$ cat src/rtl/reg_file_pkg.sv
// Shared processor constants and types for the integer register file.
package reg_file_pkg;

  localparam int XLEN   = 32;
  localparam int NREGS  = 32;
  localparam int ADDR_W = 5;

  typedef logic [ADDR_W-1:0] reg_idx_t;
  typedef logic [XLEN-1:0]   xlen_t;

endpackage

$ cat src/rtl/reg_file_register.sv
// One architectural register: loads data_i when WriteEn is high, clears on synchronous reset.
module reg_file_register
  import reg_file_pkg::*;
#(
  parameter int WIDTH = XLEN
) (
  input  logic             clk,
  input  logic             reset,
  input  logic             WriteEn,
  input  logic [WIDTH-1:0] data_i,
  output logic [WIDTH-1:0] data_o
);

  logic [WIDTH-1:0] data_q, data_d;

  always_comb begin
    data_d = data_q;
    if (WriteEn) data_d = data_i;
  end

  // Reset wins over a simultaneous write so no partial write survives.
  always_ff @(posedge clk) begin
    if (reset) data_q <= '0;
    else       data_q <= data_d;
  end

  assign data_o = data_q;

endmodule

$ cat src/rtl/reg_file.sv
// Two-read, one-write register file with x0 hardwired to zero and a WB->ID
// write-before-read bypass on both read ports.
module reg_file
  import reg_file_pkg::*;
#(
  parameter int XLEN   = reg_file_pkg::XLEN,
  parameter int NREGS  = reg_file_pkg::NREGS,
  parameter int ADDR_W = reg_file_pkg::ADDR_W
) (
  input  logic              clk,
  input  logic              reset,
  input  logic [ADDR_W-1:0] ReadReg1,
  input  logic [ADDR_W-1:0] ReadReg2,
  input  logic [ADDR_W-1:0] WriteReg,
  input  logic [XLEN-1:0]   WriteData,
  input  logic              RegWrite,
  output logic [XLEN-1:0]   ReadData1,
  output logic [XLEN-1:0]   ReadData2
);

  logic [NREGS-1:0] writeEn;
  logic [XLEN-1:0]  regVal [NREGS];
  logic             bypassValid;

  always_comb begin
    writeEn = '0;
    if (RegWrite) writeEn[WriteReg] = 1'b1;
    writeEn[0] = 1'b0;
  end

  assign regVal[0] = '0;

  for (genvar i = 1; i < NREGS; i++) begin : gRegs
    reg_file_register #(
      .WIDTH (XLEN)
    ) uReg (
      .clk     (clk),
      .reset   (reset),
      .WriteEn (writeEn[i]),
      .data_i  (WriteData),
      .data_o  (regVal[i])
    );
  end

  // Bypass is suppressed while reset is asserted: the write will not land.
  assign bypassValid = RegWrite && !reset && (WriteReg != '0);

  always_comb begin
    ReadData1 = regVal[ReadReg1];
    if (bypassValid && (WriteReg == ReadReg1)) ReadData1 = WriteData;
    if (ReadReg1 == '0) ReadData1 = '0;

    ReadData2 = regVal[ReadReg2];
    if (bypassValid && (WriteReg == ReadReg2)) ReadData2 = WriteData;
    if (ReadReg2 == '0) ReadData2 = '0;
  end

endmodule

$ cat config.mk
export PLATFORM = sky130hd
export DESIGN_NAME = reg_file
export DESIGN_NICKNAME = d
export VERILOG_FILES = /design/src/rtl/reg_file_pkg.sv /design/src/rtl/reg_file_register.sv /design/src/rtl/reg_file.sv
export SDC_FILE = /design/constraint.sdc
export NUM_CORES = 2
export LEC_CHECK = 0
export BUFFER_PORTS_ARGS = -buffer_cell sky130_fd_sc_hd__buf_4
export CAP_MARGIN = 15
export CORE_MARGIN = 2
export CORE_UTILIZATION = 50
export CTS_BUF_LIST = sky130_fd_sc_hd__clkbuf_8
export CTS_CLUSTER_DIAMETER = 40
export CTS_CLUSTER_SIZE = 24
export DETAILED_ROUTE_END_ITERATION = 10
export GPL_ROUTABILITY_DRIVEN = 0
export PLACE_DENSITY = 0.73
export SYNTH_ARGS = -nofsm -noshare
export SYNTH_HDL_FRONTEND = slang
export SYNTH_HIERARCHICAL = 1
export SYNTH_SLANG_ARGS = --single-unit
$ cat constraint.sdc
create_clock -name clk -period 3.2 [get_ports clk]
set_clock_uncertainty 0.2 [all_clocks]
set_input_delay 0.48 -clock clk [delete_from_list [all_inputs] [get_ports clk]]
set_output_delay 0.48 -clock clk [all_outputs]
set_load 0.05 [all_outputs]
After elaboration in Yosys (flattened, before gate mapping). Index checks and enable logic that the tools add are counted.

$add $sub $neg: 0. $mul: 0. Divide/modulo/power cells: 0. $lt $le $gt $ge: 4. Equality and inequality tests: 2. Shift-type cells: 0. Muxes and demuxes: 13. Bitwise operators: 2. Reductions and logical operators: 9.

Operators with widths (count): binary-select mux 32 bit (select 5 bit) (2); two-way mux 32 bit (9); greater-or-equal comparator 6 bit, second input constant (2); inverter 5 -> 6 bit (2); equality test 5 bit (2); zero test 5 bit (2); less-than comparator 5 x 6 -> 1 bit, second input constant (1); demux 1 bit (select 5 bit) (1); greater-or-equal comparator 5 x 1 -> 1 bit, second input constant (1); logical AND 1 bit (5); nonzero test 5 bit (1); zero test 1 bit (1); two-way mux 1 bit (1).

Register bits after elaboration: 992. Bits in latches: 0. Memory bits (writable): 0. Bits in read-only memories: 0. Input port bits: 50. Output and inout port bits: 64. Memories kept: 0.

Logic depth before layout (Yosys ltp).
Depth in word-level cells: 6. Gate-level depth with buffers: 9. Gate-level depth less buffers: 5.

Hierarchy. Netlist, hierarchy kept.

By module, submodules not included: reg_file_register (instances 31, cells each 103, area an instance 1163.6 µm², seq. area each 640.6 µm²); reg_file (instances 1, cells each 1436, area an instance 16966.3 µm², seq. area each 0.0 µm²).

Worst setup path after synthesis. Ideal clock, no wire load.

Path type: input -> output. Start: input port WriteReg[4]. End: output port ReadData2[24]. Arrival: 3081 ps. Setup slack: -561 ps. Stages: 7. Path buffers: 3. Cell sequence: clkbuf_1 or3_4 o311a_1 and3_1 buf_2 buf_2 o311ai_1.

Longest elaborated chain between the ends: 5.

RTL lines: start: declaration (line reg_file.sv:14) `input logic [ADDR_W-1:0] WriteReg,`; nonzero test 5 bit (line reg_file.sv:46) `assign bypassValid = RegWrite && !reset && (WriteReg != '0);`; logical AND 1 bit (line reg_file.sv:46); logical AND 1 bit (*) (line reg_file.sv:54) `if (bypassValid && (WriteReg == ReadReg2)) ReadData2 = WriteData;`; two-way mux 32 bit (*) (line reg_file.sv:54); two-way mux 32 bit (*) (line reg_file.sv:55) `if (ReadReg2 == '0) ReadData2 = '0;`; end: declaration (line reg_file.sv:18) `output logic [XLEN-1:0] ReadData2`.

Every way passes the cells marked *; elsewhere a longest branch is shown, timed or not.

Worst setup path after layout.
Start: input port ReadReg2[0]. End: output port ReadData2[15].

Longest elaborated chain between the ends: 6.

RTL lines: start: declaration (line reg_file.sv:13) `input logic [ADDR_W-1:0] ReadReg2,`; inverter 5 -> 6 bit (not written as such) (line reg_file.sv:53) `ReadData2 = regVal[ReadReg2];`; binary-select mux 32 bit (select 5 bit) (line reg_file.sv:53); two-way mux 32 bit (not written as such) (2 in a row) (line reg_file.sv:53); two-way mux 32 bit (line reg_file.sv:54); two-way mux 32 bit (*) (line reg_file.sv:55).

Every way passes the cells marked *; elsewhere a longest branch is shown, timed or not. The select of a mux whose other input is x is not followed.

==> reports/metrics.yaml <==
async_reset_ff_frac: 0
p_leak_uw: 0.0217
rows: 119
synth-main-ff-cell: "dfxtp_1"
start_util: 0.504
grt_overflow: 0
worstSetupPathType: "in -> out"
worst_pin_slew_ns: 1.17
cts_root_buf: "clkbuf_8"
register_area_sq_mm: 0.0200
cts.htree.levels: 3
power_density_mw_per_mm2: 409
clock_sinks: 992
drt_pass1_iterations: 6
syn_nets: 4679
clock_path_buffers: 3
die_h_microns: 330
hold_start: "reset"
synth_top_area_frac: 0.374
hpwl_microns: 106000
ys_seq_elements: 992
drtIter0Drc: 5813
synth_cell_type_count: 49
synth-edff-count: 0
gr-usage-all-layers: 0.319
numCtsBuffers: 119
r2r_start: "gRegs[11].uReg/data_o[9]"
avgSynthCellArea_sq_um: 11.5
port_buffers: 113
final_area_sq_mm: 0.0626
path_clk_slew_ns: 0.08
antenna_left: 0
grt_setup_unrepaired: "yes"
pin_count: 114
worstPathRequired_ns: 2.52
antenna_found_initial: 6
period_share: 1.10
hold_class: "in -> reg"
cp-end-kind: "primary output"
setup_ws_ns: -0.307
fillers: 8133
pre_cts_ws_ns: -0.417
wl_per_cell_microns: 28.0
fmax_mhz: 285
place_area_sq_mm: 0.0567
finalSetupViolCount: 58
synth.yosys.seq_area_share: 0.374
die_w_microns: 330
core_sq_mm: 0.105
report.final.slew_viol_count: 0
nNetsFinal: 5000
status: "complete, but fails checks"
multiInputGateArea_sq_mm: 0.0308
arrival_ns: 2.83
grt_max_degree: 213
drv_cap: 0
grt_pass1_wl_microns: 261000
fin_util: 0.595
holdPathStages: 3
cts_tree: "done"
whs_ns: 0.120
via_count: 41900
wirelength_microns: 181000
area_growth_pct: 18.1
ys_warn_count: 6
irDropWorstVdd_uv: 403
violations: "negative setup slack"
r2r-end: "gRegs[11].uReg/data_o[9]"
fin_crit_ns: 3.51
start_kind: "input pin"
clkLatencyLatePin_ns: 0.81
yosys.area.top_type: "dfxtp_1"
maxSlewHeadroom: 0.217
rrSetupSlack_ns: 1.97
drive_above_1_share: 0.325
synthTopCellsByArea: "dfxtp_1 37%, mux2i_1 21%, mux4_2 19%, nor2_1 7.6%, buf_12 3.5%"
syn_area_sq_mm: 0.0530
cp_max_fo: 7
via_per_inst: 6.49
die_area_sq_mm: 0.109
grt_pass1_vias: 39800
synth_cells: 4629
total_power_uw: 25600
worst_r2r_path_depth: 5
largest_register_ff_count: 992
min_to: "gRegs[13].uReg/data_o[24]"
hold_viol: 0
drc: 0
-- power by group --
| part | total (uW) | internal [uW] | switching (uW) |
|---|---|---|---|
| clock network | 9930 | 4420 | 5510 |
| registers | 12500 | 12400 | 71.8 |
| logic | 3170 | 1260 | 1900 |
| total | 25600 | 18100 | 7480 |
-- how the worst max path moves through the flow --
stage,startpoint,end,depth (start not counted)
4_1_cts,gRegs[15].uReg/data_o[9],ReadData2[9],4
3_5_place_dp,ReadReg2[0],ReadData2[21],8
2_1_floorplan,WriteReg[4],ReadData1[8],7
3_3_place_gp,ReadReg2[0],ReadData2[21],8
5_1_grt,gRegs[26].uReg/data_o[29],ReadData2[29],7
6_report,ReadReg2[0],ReadData2[15],10
-- metal layers --
layer | GRT usage | part of all wire
met1 | 0.442 | 0.39
met2 | 0.482 | 0.44
met3 | 0.0778 | 0.13
met4 | 0.126 | 0.045
met5 | 0 | 0.00023
-- area by class of cell --
type,instances,share of cell area
antenna,8,0.000320
clock buffer,129,0.0283
clock inverter,93,0.0138
inverter,22,0.00132
multi-input combinational,3192,0.491
sequential,992,0.320
tap,1391,0.0278
timing repair buffer,623,0.118
-- stage by stage --
step                      instances  setup TNS (ns)
after floorplan                4629           -1.46
after global placement         6059           -7.46
after detailed placement       6059           -7.71
after CTS                      6381           -6.68
after global routing           6447          -11.18
final                          6450           -9.31
-- timing repair --
item                                    CTS  global route
endpoints found under the setup margin   56            64
gates resized for setup                 322           137
hold buffers                             32             0
buffers inserted                         66            70
pin swaps                                79            64
gates cloned                              7             4
endpoints found under the hold margin   991             0
-- critical path, cell delays in order --
cell and delay [ns]:
buf_16 0.12, buf_16 0.14, buf_12 0.14, buf_16 0.15, buf_12 0.11, buf_12 0.11
mux4_2 0.50, mux4_2 0.47, a221o_1 0.39, buf_6 0.19
-- cells in the mapped netlist, types with 32 or more instances --
cell type     n
buf_1        32
mux2i_1    1088
dfxtp_1     992
buf_6        42
mux4_2      455
mux2_2       86
a21oi_1      39
nand2_1      64
a221oi_1     60
buf_12       93
nor2b_1      34
buf_2        58
nor3_1       37
nor2_1     1070
o211ai_1     43
a22o_1       58
clkbuf_1    185
-- cell families after synthesis --
| group | count (synthesis) | share of synthesized area |
|---|---|---|
| flops | 992 | 0.374 |
| mux | 1631 | 0.417 |
| compound gates | 313 | 0.0464 |
| buf+inv | 445 | 0.0682 |
| simple gates | 1238 | 0.0920 |
| xor+xnor | 10 | 0.00165 |
-- placed cells by master (no fill, tap or decap), drive strengths merged, types with 3 or more instances in the layout --
| cell type | n |
|---|---|
| a211oi | 25 |
| a21oi | 39 |
| a221o | 25 |
| a221oi | 60 |
| a22o | 58 |
| a31oi | 26 |
| buf | 586 |
| bufinv | 5 |
| clkbuf | 133 |
| clkinv | 33 |
| clkinvlp | 17 |
| dfxtp | 992 |
| diode | 8 |
| dlygate4sd3 | 32 |
| inv | 60 |
| mux2 | 88 |
| mux2i | 1088 |
| mux4 | 455 |
| nand2 | 64 |
| nand2b | 7 |
| nand3 | 4 |
| nand3b | 5 |
| nor2 | 1070 |
| nor2b | 34 |
| nor3 | 37 |
| nor4 | 5 |
| o211ai | 43 |
| o21ai | 7 |
| o22ai | 12 |
| o32ai | 6 |
| o41ai | 6 |
| or2 | 3 |
| xor2 | 8 |
(Power assumes the default switching activity.)
